[src/rtl/pipo_pkg.sv]
// Shared definitions for the PIPO holding register: default width and parity helper.
// The parity helper is used by the optional PIPO_PARITY_EN build and by benches.
package pipo_pkg;

   localparam int PIPO_DEFAULT_WIDTH = 4;
   localparam int PIPO_MAX_WIDTH     = 64;

   // Callers zero-extend narrower words; the XOR reduction is unaffected by it.
   function automatic logic pipo_parity(input logic [PIPO_MAX_WIDTH-1:0] word);
      return ^word;
   endfunction

endpackage : pipo_pkg

[src/rtl/pipo_parity_gen.sv]
// Combinational even-parity (XOR reduction) of a WIDTH-bit word.
// Instantiated by pipo_register only when PIPO_PARITY_EN is defined.
module pipo_parity_gen
   import pipo_pkg::*;
#(
   parameter int WIDTH = PIPO_DEFAULT_WIDTH
) (
   input  logic [WIDTH-1:0] word_in,
   output logic             parity
);

   logic [PIPO_MAX_WIDTH-1:0] word_ext_s;

   // Zero-extend the word to the helper's fixed argument width.
   always_comb begin
      word_ext_s              = {PIPO_MAX_WIDTH{1'b0}};
      word_ext_s[WIDTH-1:0]   = word_in;
      parity                  = pipo_parity(word_ext_s);
   end

endmodule : pipo_parity_gen

[src/rtl/pipo_register.sv]
// Parallel-in/parallel-out holding register with sticky 'loaded' flag.
// Defining PIPO_PARITY_EN adds a registered even-parity output aligned with data_out.
module pipo_register
   import pipo_pkg::*;
#(
   parameter int               WIDTH       = PIPO_DEFAULT_WIDTH,
   parameter logic [WIDTH-1:0] RESET_VALUE = {WIDTH{1'b0}}
) (
   input  logic             clock,
   input  logic             reset_n,
   input  logic             load,
   input  logic [WIDTH-1:0] data_in,
   output logic [WIDTH-1:0] data_out,
   output logic             loaded
`ifdef PIPO_PARITY_EN
   ,
   output logic             parity_out
`endif
);

   logic [WIDTH-1:0] data_d;
   logic [WIDTH-1:0] data_q;
   logic             loaded_d;
   logic             loaded_q;

   // Next-state selection between capture and hold; reset is applied in the flop block.
   always_comb begin
      data_d   = data_q;
      loaded_d = loaded_q;
      if (load) begin
         data_d   = data_in;
         loaded_d = 1'b1;
      end else begin
         data_d   = data_q;
         loaded_d = loaded_q;
      end
   end

   // Data and status flops with synchronous active-low reset taking priority over load.
   always_ff @(posedge clock) begin
      if (!reset_n) begin
         data_q   <= RESET_VALUE;
         loaded_q <= 1'b0;
      end else begin
         data_q   <= data_d;
         loaded_q <= loaded_d;
      end
   end

   assign data_out = data_q;
   assign loaded   = loaded_q;

`ifdef PIPO_PARITY_EN
   logic parity_d;
   logic parity_rst_s;
   logic parity_q;

   pipo_parity_gen #(
      .WIDTH   (WIDTH)
   ) u_parity_gen (
      .word_in (data_d),
      .parity  (parity_d)
   );

   pipo_parity_gen #(
      .WIDTH   (WIDTH)
   ) u_parity_rst (
      .word_in (RESET_VALUE),
      .parity  (parity_rst_s)
   );

   // Parity flop tracks data_q exactly, including the reset value.
   always_ff @(posedge clock) begin
      if (!reset_n) begin
         parity_q <= parity_rst_s;
      end else begin
         parity_q <= parity_d;
      end
   end

   assign parity_out = parity_q;
`endif

endmodule : pipo_register

[config.mk]
export PLATFORM = sky130hd
export DESIGN_NAME = pipo_register
export DESIGN_NICKNAME = d
export VERILOG_FILES = /design/src/rtl/pipo_pkg.sv /design/src/rtl/pipo_parity_gen.sv /design/src/rtl/pipo_register.sv
export SDC_FILE = /design/constraint.sdc
export NUM_CORES = 1
export LEC_CHECK = 0
export CAP_MARGIN = 20
export CELL_PAD_IN_SITES_DETAIL_PLACEMENT = 0
export CELL_PAD_IN_SITES_GLOBAL_PLACEMENT = 1
export CORE_AREA = 2 2 39 41
export CTS_CLUSTER_DIAMETER = 60
export CTS_CLUSTER_SIZE = 12
export DETAILED_ROUTE_END_ITERATION = 10
export DIE_AREA = 0 0 41 43
export PLACE_DENSITY = 0.55
export SLEW_MARGIN = 20
export SYNTH_ARGS = -nofsm -noshare
export SYNTH_HDL_FRONTEND = slang
export SYNTH_HIERARCHICAL = 1
export SYNTH_SLANG_ARGS = --single-unit
[constraint.sdc]
create_clock -name clock -period 0.8 [get_ports clock]
set_input_delay 0.16 -clock clock [delete_from_list [all_inputs] [get_ports clock]]
set_output_delay 0.16 -clock clock [all_outputs]
set_load 0.005 [all_outputs]
After elaboration in Yosys (flattened, before gate mapping)
Index checks and enable logic that the tools add are counted.
W data, S select, Z words.

word-level totals
  flip-flop bits (word level) = 5
  output and inout bits = 5
  logic and storage cells = 2

Depth between registers and ports, before layout
  depth after elaboration = 0
  mapped depth = 3
  mapped depth without buffers = 2

Worst setup path after synthesis
No wires, ideal clock.

  path type = in2reg
  start point = input port load
  end point = register data_q[0], in the netlist data_out[0]
  setup time = 116 ps
  arrival = 469 ps
  slack = 215 ps
  cell stages on the path = 3
  buffers on the path = 1
  cell sequence = buf_6 > mux2i_1 > nor2b_1

RTL lines
  item                  RTL line             source
  from (decl)           pipo_register.sv:11  input logic load,
  to (signal assigned)  pipo_register.sv:45  data_q <= data_d;
  to (decl)             pipo_register.sv:22  logic [WIDTH-1:0] data_q;

Worst setup path in the final report
  start point = register data_q[1], in the netlist data_out[1]
  end point = output port data_out[1]

RTL lines
  item       RTL line             source
  to (decl)  pipo_register.sv:13  output logic [WIDTH-1:0] data_out,

No word-level cell between the ends.

==> results.json <==
{
  "core_um2": 1380,
  "viasPerCell": 3.42,
  "placed_cells": 41,
  "drtIter0Drc": 0,
  "violations": "setup timing",
  "timing.rr.start": "data_out[0]",
  "worst_path_largest_cell_delay_ps": 310,
  "hold_path_startpoint": "loaded",
  "grt_max_degree": 6,
  "cap_violations": 0,
  "seq_area_frac_synth": 0.544,
  "ant_nets": 0,
  "final_cell_mix": "5 x dfxtp_2, 5 x clkdlybuf4s50_1, 4 x mux2i_1, 4 x nor2b_1, 4 x buf_6",
  "required_ps": 640,
  "grt_pass1_vias": 150,
  "worstMarginPinSlew_ps": 259,
  "hp-class": "flip-flop to flip-flop",
  "drv_slew": 0,
  "place_congestion": 0.516,
  "whs_endpoint": "loaded",
  "numClockSinks": 5,
  "cts_max_path_buffers": 2,
  "fin_nets": 37,
  "finalCriticalPeriod_ps": 823,
  "crit_fanout": 2,
  "vias": 154,
  "grt_use_total": 0.0562,
  "reg2reg_slack_ps": 180,
  "crit_cells": 1,
  "cp_top_family": "flip-flops",
  "synth_nets": 22,
  "clock-root-buffer": "clkbuf_4",
  "arrival_ps": 660,
  "clk_latency_ps": 240,
  "cp-start-kind": "flip-flop",
  "p_per_area_nw_per_um2": 1950,
  "yosys_warnings": 6,
  "grt_overflow": 0,
  "ys_types": 5,
  "p_leak_nw": 0.145,
  "fin_worst_skew_ps": 0,
  "core.rowCount": 14,
  "die_area_um2": 1760,
  "grt_pass1_wl_um": 538,
  "post-route-period-util": 1.03,
  "syn-cell-area_um2": 184,
  "rsz0062_at_grt": "yes",
  "die_w_um": 41,
  "fin_hold_ws_ps": 455,
  "path_clk_slew_ps": 40,
  "numPortBuffers": 11,
  "reg2regPathDepth": 2,
  "initial_core_util": 0.133,
  "cts_buffers": 3,
  "die_y_um": 43,
  "hold_depth": 1,
  "finalPower_mw": 0.650,
  "slew_headroom": 0.827,
  "setup_viol": 5,
  "run_status": "finished with violations",
  "crit_slowest_cell": "dfxtp_2",
  "cts_tree": "done",
  "max_freq_mhz": 1220,
  "fin_ws_ps": -22.6,
  "synth-seq-cells": 5,
  "cts.repair.resized": 26,
  "cts_max_level": 1,
  "worstPathCellList": "buf_2",
  "critPathBufInv": 1,
  "fin_util": 0.241,
  "area_growth_pct": 81.6,
  "place_ws_ps": -400,
  "postCtsHoldBufs": 0,
  "drt_drc_violations_left": 0,
  "hold_violations": 0,
  "diodes": 0,
  "avgSynthCellArea_um2": 12.3,
  "cts_setup_buffers": 0,
  "timing.rr.end": "data_out[0]",
  "synthCells": 15,
  "final_cells": 45,
  "wl_per_cell_um": 9.58,
  "cp-end-kind": "output port",
  "crit_type": "flip-flop to output port",
  "ios": 12,
  "totalWireLength_um": 431,
  "antenna_found_initial": 0,
  "ir_drop_mv": 0.324,
  "dr.pass1.iters": 1,
  "layout-drive-gt1-share": 0.448
}
==> registers in the layout (all words and copies together), names as in the netlist <==
signal and cells:
data_out 4, loaded 1
==> Yosys cell counts <==
cell,instances,area share
dfxtp_1,5,0.54
mux2i_1,4,0.22
nor2b_1,4,0.14
buf_6,1,0.061
o21a_1,1,0.041
==> worst max-delay path by stage <==
stage / from / slack, ps / end
after floorplan: load / 220 / data_out[0]
after global placement: load / -370 / data_out[3]
after detailed placement: load / -400 / data_out[0]
after CTS: loaded / -40 / loaded
after global routing: data_out[1] / -40 / data_out[1]
final: data_out[1] / -20 / data_out[1]
==> power breakdown <==
group	internal [mW]	switching (mW)
sequential	0.269	0.00921
combinational	0.0635	0.0259
clock	0.188	0.0942
total	0.521	0.129
==> through the flow <==
stage | TNS [ps] | cell area, um^2
2_1_floorplan | 0 | 184
3_3_place_gp | -2540 | 303
3_5_place_dp | -2620 | 303
4_1_cts | -175 | 309
5_1_grt | -199 | 334
6_report | -93.6 | 334
==> final cells by class <==
class                      instances  area, um^2
tap                               16        20.0
fill                             150        1050
timing repair buffer              11         109
clock buffer                       4        26.3
sequential                         5         106
multi-input combinational          9        72.6
==> logic make-up (layout without fill, tap and decap cells) <==
family                 count (synthesis)  after routing  synth area share
AO/OA/AOI/OAI                          1              1            0.0408
buffers and inverters                  1             15            0.0612
flip-flops                             5              5             0.544
multiplexers                           4              4             0.218
AND/OR/NAND/NOR                        4              4             0.136
==> per-layer routing <==
metal,part of all wire,track usage,routed length (um),vias to the layer above
met2,0.47,0.0750,202,12
met3,0.18,0.0524,76,0
met5,0,0,0,-
met4,0,0.0800,0,0
li1,-,-,-,76
met1,0.35,0.0322,151,66
Note: power is estimated with default switching activity, not from simulation.
